===== src/rtl/dma_pkg.sv =====
// rtl/dma_pkg.sv - shared sizes and types for the DMA engines
package dma_pkg;

  localparam int CL_SIZE_WIDTH  = 512;
  localparam int WORD_SIZE      = 32;
  localparam int WPL            = CL_SIZE_WIDTH / WORD_SIZE;
  localparam int LINE_CNT_WIDTH = 16;

  typedef enum logic [2:0] {
    IDLE,
    REQ,
    WAIT,
    PUSH,
    DONE
  } dma_wr_state_t;

  typedef logic [LINE_CNT_WIDTH-1:0] line_cnt_t;

endpackage


===== src/rtl/dma_wr_packer_line_assembler.sv =====
// rtl/dma_wr_packer_line_assembler.sv - packs consecutive memory words into one cache line
module line_assembler #(
  parameter int CL_SIZE_WIDTH = dma_pkg::CL_SIZE_WIDTH,
  parameter int WORD_SIZE     = dma_pkg::WORD_SIZE
) (
  input  logic                     clk,
  input  logic                     rst_n,
  input  logic                     clear,
  input  logic                     wr_en,
  input  logic [WORD_SIZE-1:0]     wr_data,
  output logic [CL_SIZE_WIDTH-1:0] line,
  output logic                     last_word
);

  localparam int WORDS = CL_SIZE_WIDTH / WORD_SIZE;
  localparam int CNT_W = (WORDS > 1) ? $clog2(WORDS) : 1;
  localparam logic [CNT_W-1:0] LAST_SLOT = CNT_W'(WORDS - 1);

  logic [CNT_W-1:0] word_cnt;

  // The word that fills the top slot completes the line.
  assign last_word = (word_cnt == LAST_SLOT);

  // Slot pointer: restarts with each new transfer, wraps after the top slot.
  always_ff @(posedge clk or negedge rst_n) begin
    if (!rst_n) begin
      word_cnt <= '0;
    end else if (clear) begin
      word_cnt <= '0;
    end else if (wr_en) begin
      word_cnt <= last_word ? '0 : word_cnt + CNT_W'(1);
    end
  end

  // Drop each word into its slot; lowest address lands in the LSBs and other slots hold.
  always_ff @(posedge clk or negedge rst_n) begin
    if (!rst_n) begin
      line <= '0;
    end else if (wr_en) begin
      line[WORD_SIZE*word_cnt +: WORD_SIZE] <= wr_data;
    end
  end

endmodule


===== src/rtl/dma_wr_packer.sv =====
// rtl/dma_wr_packer.sv - memory-to-host DMA: reads words, packs cache lines, pushes to host write FIFO
module dma_wr_packer #(
  parameter int CL_SIZE_WIDTH = dma_pkg::CL_SIZE_WIDTH,
  parameter int WORD_SIZE     = dma_pkg::WORD_SIZE,
  parameter int ADDR_WIDTH    = 28
) (
  input  logic                     clk,
  input  logic                     rst_n,
  input  logic                     start,
  input  logic [ADDR_WIDTH-1:0]    base_addr,
  input  logic [15:0]              num_lines,
  output logic                     busy,
  output logic                     done,
  output logic                     DMAEn,
  output logic                     DMAWrEn,
  output logic [ADDR_WIDTH-1:0]    DMAAddr,
  input  logic [WORD_SIZE-1:0]     DMAOut,
  input  logic                     DMAValid,
  input  logic                     full,
  output logic                     dma_wr_en,
  output logic [CL_SIZE_WIDTH-1:0] dma_wr_data
);

  import dma_pkg::*;

  dma_wr_state_t          state;
  logic [ADDR_WIDTH-1:0]  addr;
  line_cnt_t              line_cnt;
  line_cnt_t              num_lines_q;
  logic                   word_take;
  logic                   new_xfer;
  logic                   last_word;
  logic [CL_SIZE_WIDTH-1:0] line;

  // Read data only counts while a request is outstanding.
  assign word_take = (state == WAIT) && DMAValid;
  assign new_xfer  = (state == IDLE) && start;

  // This engine never writes memory.
  assign DMAWrEn = 1'b0;
  assign DMAAddr = addr;

  // The push must follow full within the same cycle, so it is decoded from the state register.
  assign dma_wr_en   = (state == PUSH) && !full;
  assign dma_wr_data = line;

  line_assembler #(
    .CL_SIZE_WIDTH (CL_SIZE_WIDTH),
    .WORD_SIZE     (WORD_SIZE)
  ) u_line_assembler (
    .clk       (clk),
    .rst_n     (rst_n),
    .clear     (new_xfer),
    .wr_en     (word_take),
    .wr_data   (DMAOut),
    .line      (line),
    .last_word (last_word)
  );

  // Transfer sequencer: one outstanding read at a time, one push per completed line.
  always_ff @(posedge clk or negedge rst_n) begin
    if (!rst_n) begin
      state       <= IDLE;
      addr        <= '0;
      line_cnt    <= '0;
      num_lines_q <= '0;
      busy        <= 1'b0;
      done        <= 1'b0;
      DMAEn       <= 1'b0;
    end else begin
      DMAEn <= 1'b0;
      done  <= 1'b0;
      case (state)
        IDLE: begin
          if (start) begin
            busy        <= 1'b1;
            addr        <= base_addr;
            num_lines_q <= num_lines;
            line_cnt    <= '0;
            if (num_lines == '0) begin
              state <= DONE;
              done  <= 1'b1;
            end else begin
              state <= REQ;
              DMAEn <= 1'b1;
            end
          end
        end
        REQ: begin
          state <= WAIT;
        end
        WAIT: begin
          if (DMAValid) begin
            addr <= addr + ADDR_WIDTH'(1);
            if (last_word) begin
              state <= PUSH;
            end else begin
              state <= REQ;
              DMAEn <= 1'b1;
            end
          end
        end
        PUSH: begin
          if (!full) begin
            if (line_cnt == num_lines_q - line_cnt_t'(1)) begin
              state <= DONE;
              done  <= 1'b1;
            end else begin
              line_cnt <= line_cnt + line_cnt_t'(1);
              state    <= REQ;
              DMAEn    <= 1'b1;
            end
          end
        end
        DONE: begin
          state <= IDLE;
          busy  <= 1'b0;
        end
        default: begin
          state <= IDLE;
          busy  <= 1'b0;
        end
      endcase
    end
  end

endmodule


===== config.mk =====
export PLATFORM = sky130hd
export DESIGN_NAME = dma_wr_packer
export DESIGN_NICKNAME = d
export VERILOG_FILES = /design/src/rtl/dma_pkg.sv /design/src/rtl/dma_wr_packer_line_assembler.sv /design/src/rtl/dma_wr_packer.sv
export SDC_FILE = /design/constraint.sdc
export NUM_CORES = 1
export LEC_CHECK = 0
export ABC_AREA = 1
export BUFFER_PORTS_ARGS = -buffer_cell sky130_fd_sc_hd__buf_2
export CAP_MARGIN = 25
export CORE_ASPECT_RATIO = 0.8
export CORE_MARGIN = 1.5
export CORE_UTILIZATION = 32
export DETAILED_ROUTE_END_ITERATION = 8
export PLACE_DENSITY = 0.52
export SLEW_MARGIN = 10
export SYNTH_ARGS = -nofsm -noshare
export SYNTH_HDL_FRONTEND = slang
export SYNTH_SLANG_ARGS = --single-unit

===== constraint.sdc =====
create_clock -name clk -period 6.1 [get_ports clk]
set_clock_uncertainty 0.2 [all_clocks]
set_input_delay 0.305 -clock clk [delete_from_list [all_inputs] [get_ports clk]]
set_output_delay 0.305 -clock clk [all_outputs]
set_load 0.03 [all_outputs]

==> results.py, run 1 <==
metrics = {
    "outcome": {
        "outcome": "finished clean",
    },
    "finish": {
        "layoutNonFillerInstCount": 4796,
        "diodes": 0,
        "drive_gt1_share_pct": 22.14,
        "final_util_pct": 41.00,
        "area_delta_synth_final_pct": 26.21,
        "final_common_cell": "nand2_1",
        "nNetsFinal": 3744,
        "fillers": 8269,
        "final_cell_mix": "nand2_1, buf_2, dfrtp_1, o21ai_0, nor2_1",
    },
    "logic_synthesis": {
        "synth_ff_type": "dfrtp_1",
        "yosysTopAreaCell": "dfrtp_1",
        "async_reset_ff_share_pct": 100.0,
        "synth_cell_types": 42,
        "netlist.area_leader.share_pct": 55.35,
        "ys_warn_count": 0,
        "syn_inst": 3094,
        "synth-seq-cells": 582,
        "ys_seq_area_share_pct": 55.35,
        "synth.area.top_cells": "dfrtp_1, nand2_1, o21ai_0",
        "synth_edf_count": 0,
        "syn_nets": 3181,
        "avgSynthCellArea_um2": 8.504,
        "synth_area_um2": 26310,
    },
    "global_route": {
        "grt_antenna_before_repair": 2,
        "gr-total-overflow": 0,
        "grt_usage_pct": 25.08,
        "first_global_vias": 23170,
        "grt_pass1_wl_mm": 157.2,
        "grt_max_degree": 150,
    },
    "timing": {
        "setup_viol": 0,
        "grt_setup_unrepaired": "no",
        "fin_crit_ns": 4.257,
        "finalSetupTns_ns": 0,
        "max_clock_freq_mhz": 234.9,
        "min_period_over_period_pct": 69.79,
        "maxSlewHeadroom_pct": 29.88,
        "max_slew.worst_pin.slew_ns": 1.052,
        "finalHoldViolCount": 0,
        "whs_ns": 0.04557,
        "drv_slew": 0,
    },
    "clock_tree": {
        "postCtsSetupBuffers": 0,
        "root_buffer": "clkbuf_16",
        "cts.htree.levels": 3,
        "clkSlewWorstSetupHoldPaths_ns": 0.06,
        "cts_tree": "built",
        "clk_latency_ns": 0.62,
        "cts_resized": 0,
        "clock-sinks": 582,
        "cts_buffer_depth": 3,
        "cts_buffers": 68,
    },
    "critical_path": {
        "worst_setup_path_start_kind": "flip-flop",
        "worstSetupPathType": "flip-flop to flip-flop",
        "ff2ff_setup_slack_ns": 1.84,
        "crit_family": "simple AND/OR/NAND/NOR gates",
        "path_cells": "inv_1 -> ha_2 -> inv_1 -> nor2_1 -> inv_2 -> nand2_2 -> inv_8 -> nor2_4 -> inv_1 -> nor2_2 -> nand2_1 -> o21ai_0",
        "reg2reg_from": "u_line_assembler.word_cnt[0]",
        "cp_common_cell": "inv_1",
        "endpoint_kind": "flip-flop",
        "r2r_end": "u_line_assembler.line[508]",
        "worstPathMaxFanout": 149,
        "crit_buf_inv": 5,
        "cp.required_ns": 6.42,
        "critPathArrivalTime_ns": 4.58,
        "crit_slowest_cell": "nor2_4",
        "rr_worst_depth": 12,
        "slowest_delay_ns": 0.79,
    },
    "route": {
        "ant_nets": 0,
        "viasPerCell": 5.081,
        "drt-initial-drc-count": 2004,
        "firstDrtPassIters": 6,
        "drc": 0,
        "wl_per_cell_um": 22.28,
        "vias": 24370,
        "drt-total-wl_mm": 106.8,
    },
    "worst_hold_path": {
        "hp-start": "DMAOut[30]",
        "whs_path_depth": 3,
        "hold_path_class": "input pin to flip-flop",
        "hold_end": "u_line_assembler.line[30]",
    },
    "placed_design": {
        "hpwl_mm": 73.84,
        "gp_congestion": 0.8712,
        "placed_cells": 4613,
        "io_buffers": 624,
    },
    "power_and_ir_drop": {
        "vdd_drop_max_uv": 500.5,
        "power_frac_comb_pct": 39.0,
        "pwr-share-seq_pct": 32.3,
        "p_int_uw": 7918,
        "power_density_nw_per_um2": 441.9,
        "power.share.clock_pct": 28.7,
        "leakage_uw": 0.01634,
        "p_sw_uw": 6758,
        "sw_frac_of_total_pct": 46.05,
    },
    "floorplanning": {
        "start_util_pct": 32.49,
        "dieArea_um2": 83970,
        "placementRows": 93,
        "die_h_um": 259.5,
        "io_pins": 626,
        "core_um2": 80990,
        "dieWidth_um": 323.6,
    },
    "flow_run": {
        "maxCapViolations": 0,
    },
}
[cell families (layout without fill, tap and decap cells)]
group / count (synthesis) / in the layout / synth area share, %
compound gates: 592 / 592 / 12.82
flops: 582 / 582 / 55.35
other cells: 1 / 1 / 0.01425
buf+inv: 435 / 1045 / 6.457
fa+ha+maj: 6 / 6 / 0.2853
simple gates: 1432 / 1432 / 23.55
xor+xnor: 46 / 46 / 1.531
[worst max path at each step]
stage	startpoint	to	cells past startpoint
after floorplan	u_line_assembler.word_cnt[0]	u_line_assembler.line[68]	10
after global placement	u_line_assembler.word_cnt[0]	u_line_assembler.line[504]	12
after detailed placement	u_line_assembler.word_cnt[0]	u_line_assembler.line[508]	12
after CTS	u_line_assembler.word_cnt[0]	u_line_assembler.line[508]	12
after global routing	u_line_assembler.word_cnt[0]	u_line_assembler.line[506]	12
final	u_line_assembler.word_cnt[0]	u_line_assembler.line[508]	12
[power groups by stage]
stage                     registers, µW  logic [µW]  clock network, µW
after detailed placement           4790        5720                  0
final                              4730        5730               4210
after floorplan                    5420        2960                  0
after global placement             4790        5710                  0
after global routing               4790        6230               4450
after CTS                          4730        5760               4300
[worst min-delay path: stages]
cell and delay (ns):
buf_2 0.12, inv_1 0.25, o31ai_1 0.13
[metal layers]
| layer | vias to the layer above | share of wire, % | global-route usage (%) |
|---|---|---|---|
| met5 | - | 0.0084 | 0 |
| met4 | 2 | 3.8 | 9.112 |
| met3 | 186 | 7.1 | 5.719 |
| met2 | 916 | 44 | 38.13 |
| met1 | 11770 | 45 | 34.85 |
| li1 | 11500 | - | - |
[final cells by class]
class                   instances  area, µm²  area share, %
clock buffers                  93       1977          5.953
clock inverters                24      289.0         0.8704
inverters                     206      785.8          2.366
multi-input cells            2077      10120          30.47
flip-flops and latches        582      14560          43.86
well taps                    1092       1366          4.114
repair buffers                722       4106          12.37
[state kept, by name (all words and copies together) (netlist names)]
| name | count |
|---|---|
| DMAAddr | 28 |
| DMAEn | 1 |
| busy | 1 |
| done | 1 |
| line_cnt | 16 |
| num_lines_q | 16 |
| state | 3 |
| u_line_assembler.line | 512 |
| u_line_assembler.word_cnt | 4 |
[cells in the mapped netlist (2+ instances only)]
cell / instances
nand2_1: 799
dfrtp_1: 582
o21ai_0: 446
nor2_1: 218
nand3_1: 207
inv_1: 194
clkbuf_1: 188
nand4_1: 140
o41ai_1: 83
xor2_1: 40
buf_2: 28
o31ai_1: 26
nor3_1: 21
nor4_1: 13
nand2_2: 10
o21ai_1: 10
a21oi_1: 9
inv_2: 9
nor2_2: 8
o22ai_1: 8
buf_4: 6
ha_1: 6
xnor2_1: 6
buf_1: 5
o211ai_1: 4
a31oi_1: 3
clkinv_1: 3
or2_2: 3
nand2_4: 2
nand3b_1: 2
nor2_4: 2
nor4_4: 2
o21a_1: 2
[repair_timing]
item / in CTS / in global routing
hold buffers: 65 / 0
hold endpoints to repair: 234 / 0
endpoints found under the setup margin: 0 / 0
[through the flow]
step | area [µm²] | total power (µW) | setup slack, ns
after detailed placement | 30270 | 10510 | 1.708
final | 33210 | 14680 | 1.843
after global placement | 30230 | 10500 | 1.862
after global routing | 33210 | 15480 | 1.338
after CTS | 33190 | 14800 | 1.678
after floorplan | 26310 | 8380 | 3.621
(Power assumes the default switching activity.)
==> run 2: changes to the inputs <==
--- a/config.mk
+++ b/config.mk
@@ -5,14 +5,14 @@
 export SDC_FILE = /design/constraint.sdc
 export NUM_CORES = 1
 export LEC_CHECK = 0
-export ABC_AREA = 1
+export ABC_AREA = 0
 export BUFFER_PORTS_ARGS = -buffer_cell sky130_fd_sc_hd__buf_2
 export CAP_MARGIN = 25
 export CORE_ASPECT_RATIO = 0.8
 export CORE_MARGIN = 1.5
 export CORE_UTILIZATION = 32
 export DETAILED_ROUTE_END_ITERATION = 8
-export PLACE_DENSITY = 0.52
+export PLACE_DENSITY = 0.55
 export SLEW_MARGIN = 10
 export SYNTH_ARGS = -nofsm -noshare
 export SYNTH_HDL_FRONTEND = slang
==> constraint.sdc (replaced) <==
create_clock -name clk -period 3.4 [get_ports clk]
set_clock_uncertainty 0.2 [all_clocks]
set_input_delay 0.17 -clock clk [delete_from_list [all_inputs] [get_ports clk]]
set_output_delay 0.17 -clock clk [all_outputs]
set_load 0.03 [all_outputs]
==> run 2 against run 1 <==
Effect of this change:
- utilization up 1.7 points
- synthesized area down 8.2%
- wire length down 10%
- sequential cell count unchanged
- critical path type unchanged
- largest cell class unchanged
- largest power group is now registers
==> results.py, run 2 <==
metrics = {
    "critical_path": {
        "worst_setup_path_start_kind": "flip-flop",
        "crit_family": "simple AND/OR/NAND/NOR gates",
        "cp.required_ns": 3.70,
        "rr_worst_depth": 11,
        "crit_buf_inv": 2,
        "ff2ff_setup_slack_ns": 0.14,
        "worstSetupPathType": "flip-flop to flip-flop",
        "endpoint_kind": "flip-flop",
        "crit_slowest_cell": "or3b_2",
        "worstPathMaxFanout": 5,
        "path_cells": "inv_1 -> ha_2 -> or3b_2 -> or3_4 -> nor3_2 -> a31o_2 -> nand4_1 -> buf_4 -> o311ai_0 -> xor2_1 -> nor2_1",
        "critPathArrivalTime_ns": 3.56,
        "r2r_end": "line_cnt[14]",
        "slowest_delay_ns": 0.51,
        "reg2reg_from": "num_lines_q[0]",
    },
    "placed_design": {
        "gp_congestion": 0.8597,
        "pre_cts_ws_ns": 0.1380,
        "io_buffers": 624,
        "hpwl_mm": 66.83,
        "placed_cells": 3935,
        "place_area_um2": 28650,
    },
    "power_and_ir_drop": {
        "leakage_uw": 0.01527,
        "vdd_drop_max_uv": 390.5,
        "p_total_uw": 20350,
        "power_density_nw_per_um2": 643.3,
    },
    "clock_tree": {
        "clk_latency_ns": 0.61,
        "clkSlewWorstSetupHoldPaths_ns": 0.06,
        "cts_tree": "built",
        "root_buffer": "clkbuf_16",
        "cts.htree.levels": 2,
        "cts_buffers": 60,
        "cts_buffer_depth": 3,
        "clock-sinks": 582,
    },
    "finish": {
        "finalInstanceArea_um2": 31640,
        "drive_gt1_share_pct": 26.79,
        "fillers": 7309,
        "final_common_cell": "nand2_1",
        "diodes": 0,
        "top_register": "u_line_assembler.line",
        "area_delta_synth_final_pct": 31.02,
        "layoutNonFillerInstCount": 4140,
        "largest_reg_flops": 512,
        "final_cell_mix": "nand2_1, buf_2, dfrtp_1, o31ai_1, dlygate4sd3_1",
        "nNetsFinal": 3183,
    },
    "logic_synthesis": {
        "synth_edf_count": 0,
        "synth-seq-cells": 582,
        "synth_cell_types": 61,
        "ys_top_cells_by_count": "nand2_1, dfrtp_1, o31ai_1, clkbuf_1, o21ai_0",
        "yosysTopAreaCell": "dfrtp_1",
        "netlist.area_leader.share_pct": 60.31,
        "async_reset_ff_share_pct": 100.0,
        "syn_nets": 2513,
        "synth.area.top_cells": "dfrtp_1, o31ai_1, nand2_1",
        "synth_area_um2": 24150,
        "post-synth-top-count-cell": "nand2_1",
        "avgSynthCellArea_um2": 9.954,
        "ys_warn_count": 0,
        "synth_ff_type": "dfrtp_1",
        "ys_seq_area_share_pct": 60.31,
        "syn_inst": 2426,
    },
    "timing": {
        "max_clock_freq_mhz": 306.7,
        "drv_slew": 0,
        "worst_slack_ns": 0.1395,
        "finalHoldViolCount": 0,
        "setup_viol": 0,
        "maxSlewHeadroom_pct": 29.24,
        "finalSetupTns_ns": 0,
        "grt_setup_unrepaired": "no",
        "fin_crit_ns": 3.261,
        "min_period_over_period_pct": 95.90,
        "max_slew.worst_pin.slew_ns": 1.061,
    },
    "global_route": {
        "first_global_vias": 21380,
        "gr-total-overflow": 0,
        "grt_pass1_wl_mm": 141.0,
        "grt_antenna_before_repair": 2,
        "grt_max_degree": 83,
        "grt_usage_pct": 24.11,
    },
    "floorplanning": {
        "core_um2": 74160,
        "placementRows": 89,
        "start_util_pct": 32.56,
        "io_pins": 626,
        "die_h_um": 248.7,
        "dieWidth_um": 310.1,
        "dieArea_um2": 77130,
    },
    "route": {
        "vias": 21990,
        "viasPerCell": 5.311,
        "drc": 0,
        "firstDrtPassIters": 6,
        "drt-total-wl_mm": 95.74,
        "ant_nets": 0,
        "wl_per_cell_um": 23.13,
        "drt-initial-drc-count": 1948,
    },
    "worst_hold_path": {
        "hold_path_class": "input pin to async pin",
    },
    "outcome": {
        "outcome": "finished clean",
    },
    "flow_run": {
        "maxCapViolations": 0,
    },
}
[run 2: changes by cell type in the layout (fill, tap and decap cells not counted), sizes merged, moves of 33 or more]
cell and change:
a21oi +56, buf +48, dlygate4sd3 +33, inv -193, nand2 -45, nand3 -174, nand4 -124, nor2 -179
o21ai -373, o31ai +445, o41ai -83, xor2 -35
[run 2: cells by family (layout without fill, tap and decap cells)]
kind of cell | after synthesis | count (layout) | synth area share [%]
compound gates | 656 | 656 | 18.89
xor+xnor | 22 | 22 | 0.7979
fa+ha+maj | 6 | 6 | 0.3109
buf+inv | 206 | 919 | 3.342
flops | 582 | 582 | 60.31
mux | 3 | 3 | 0.1244
other cells | 1 | 1 | 0.01553
simple gates | 950 | 950 | 16.21
[run 2: per-layer routing]
metal,part of all wire [%],track usage (%),vias up
met5,0,0,-
met4,2.5,6.690,0
met3,7.7,4.934,148
met2,47,39.11,939
met1,43,32.57,10970
li1,-,-,9935
[run 2: timing repair]
item / CTS / global route
setup buffers: 0 / 1
hold endpoints to repair: 679 / 0
hold buffers: 98 / 0
endpoints found under the setup margin: 0 / 17
gates resized for setup: 0 / 8
[run 2: stage by stage]
step                      hold WS [ns]  util [%]
after global placement         0.04112     38.63
after global routing           0.04084     42.66
after detailed placement       0.05974     38.63
final                          0.01040     42.66
after CTS                     0.004382     42.57
after floorplan                -0.3256         -
[run 2: final cells by class]
cell class | instances | area, µm² | share of cell area [%]
multi-input cells | 1638 | 8941 | 28.26
inverters | 11 | 41.29 | 0.1305
flip-flops and latches | 582 | 14570 | 46.04
clock buffers | 89 | 1772 | 5.600
repair buffers | 803 | 4896 | 15.48
well taps | 1001 | 1252 | 3.959
clock inverters | 16 | 170.2 | 0.5378
[run 2: how the worst max path moves through the flow]
| stage | startpoint | end | slack (ns) | depth (start not counted) |
|---|---|---|---|---|
| 3_5_place_dp | num_lines_q[0] | line_cnt[1] | 0.14 | 11 |
| 2_1_floorplan | num_lines_q[0] | line_cnt[0] | 0.46 | 11 |
| 6_report | num_lines_q[0] | line_cnt[14] | 0.14 | 11 |
| 3_3_place_gp | num_lines_q[0] | line_cnt[12] | 0.26 | 10 |
| 4_1_cts | num_lines_q[0] | line_cnt[12] | 0.11 | 10 |
| 5_1_grt | num_lines_q[0] | line_cnt[12] | 0.02 | 10 |
[run 2: where the power goes]
part           switching (µW)  internal [µW]  total [µW]  leakage [µW]
sequential                588           7470        8060       0.00798
combinational            4220           1480        5700       0.00634
clock                    2800           3800        6600      0.000952
total                    7600          12700       20400        0.0153
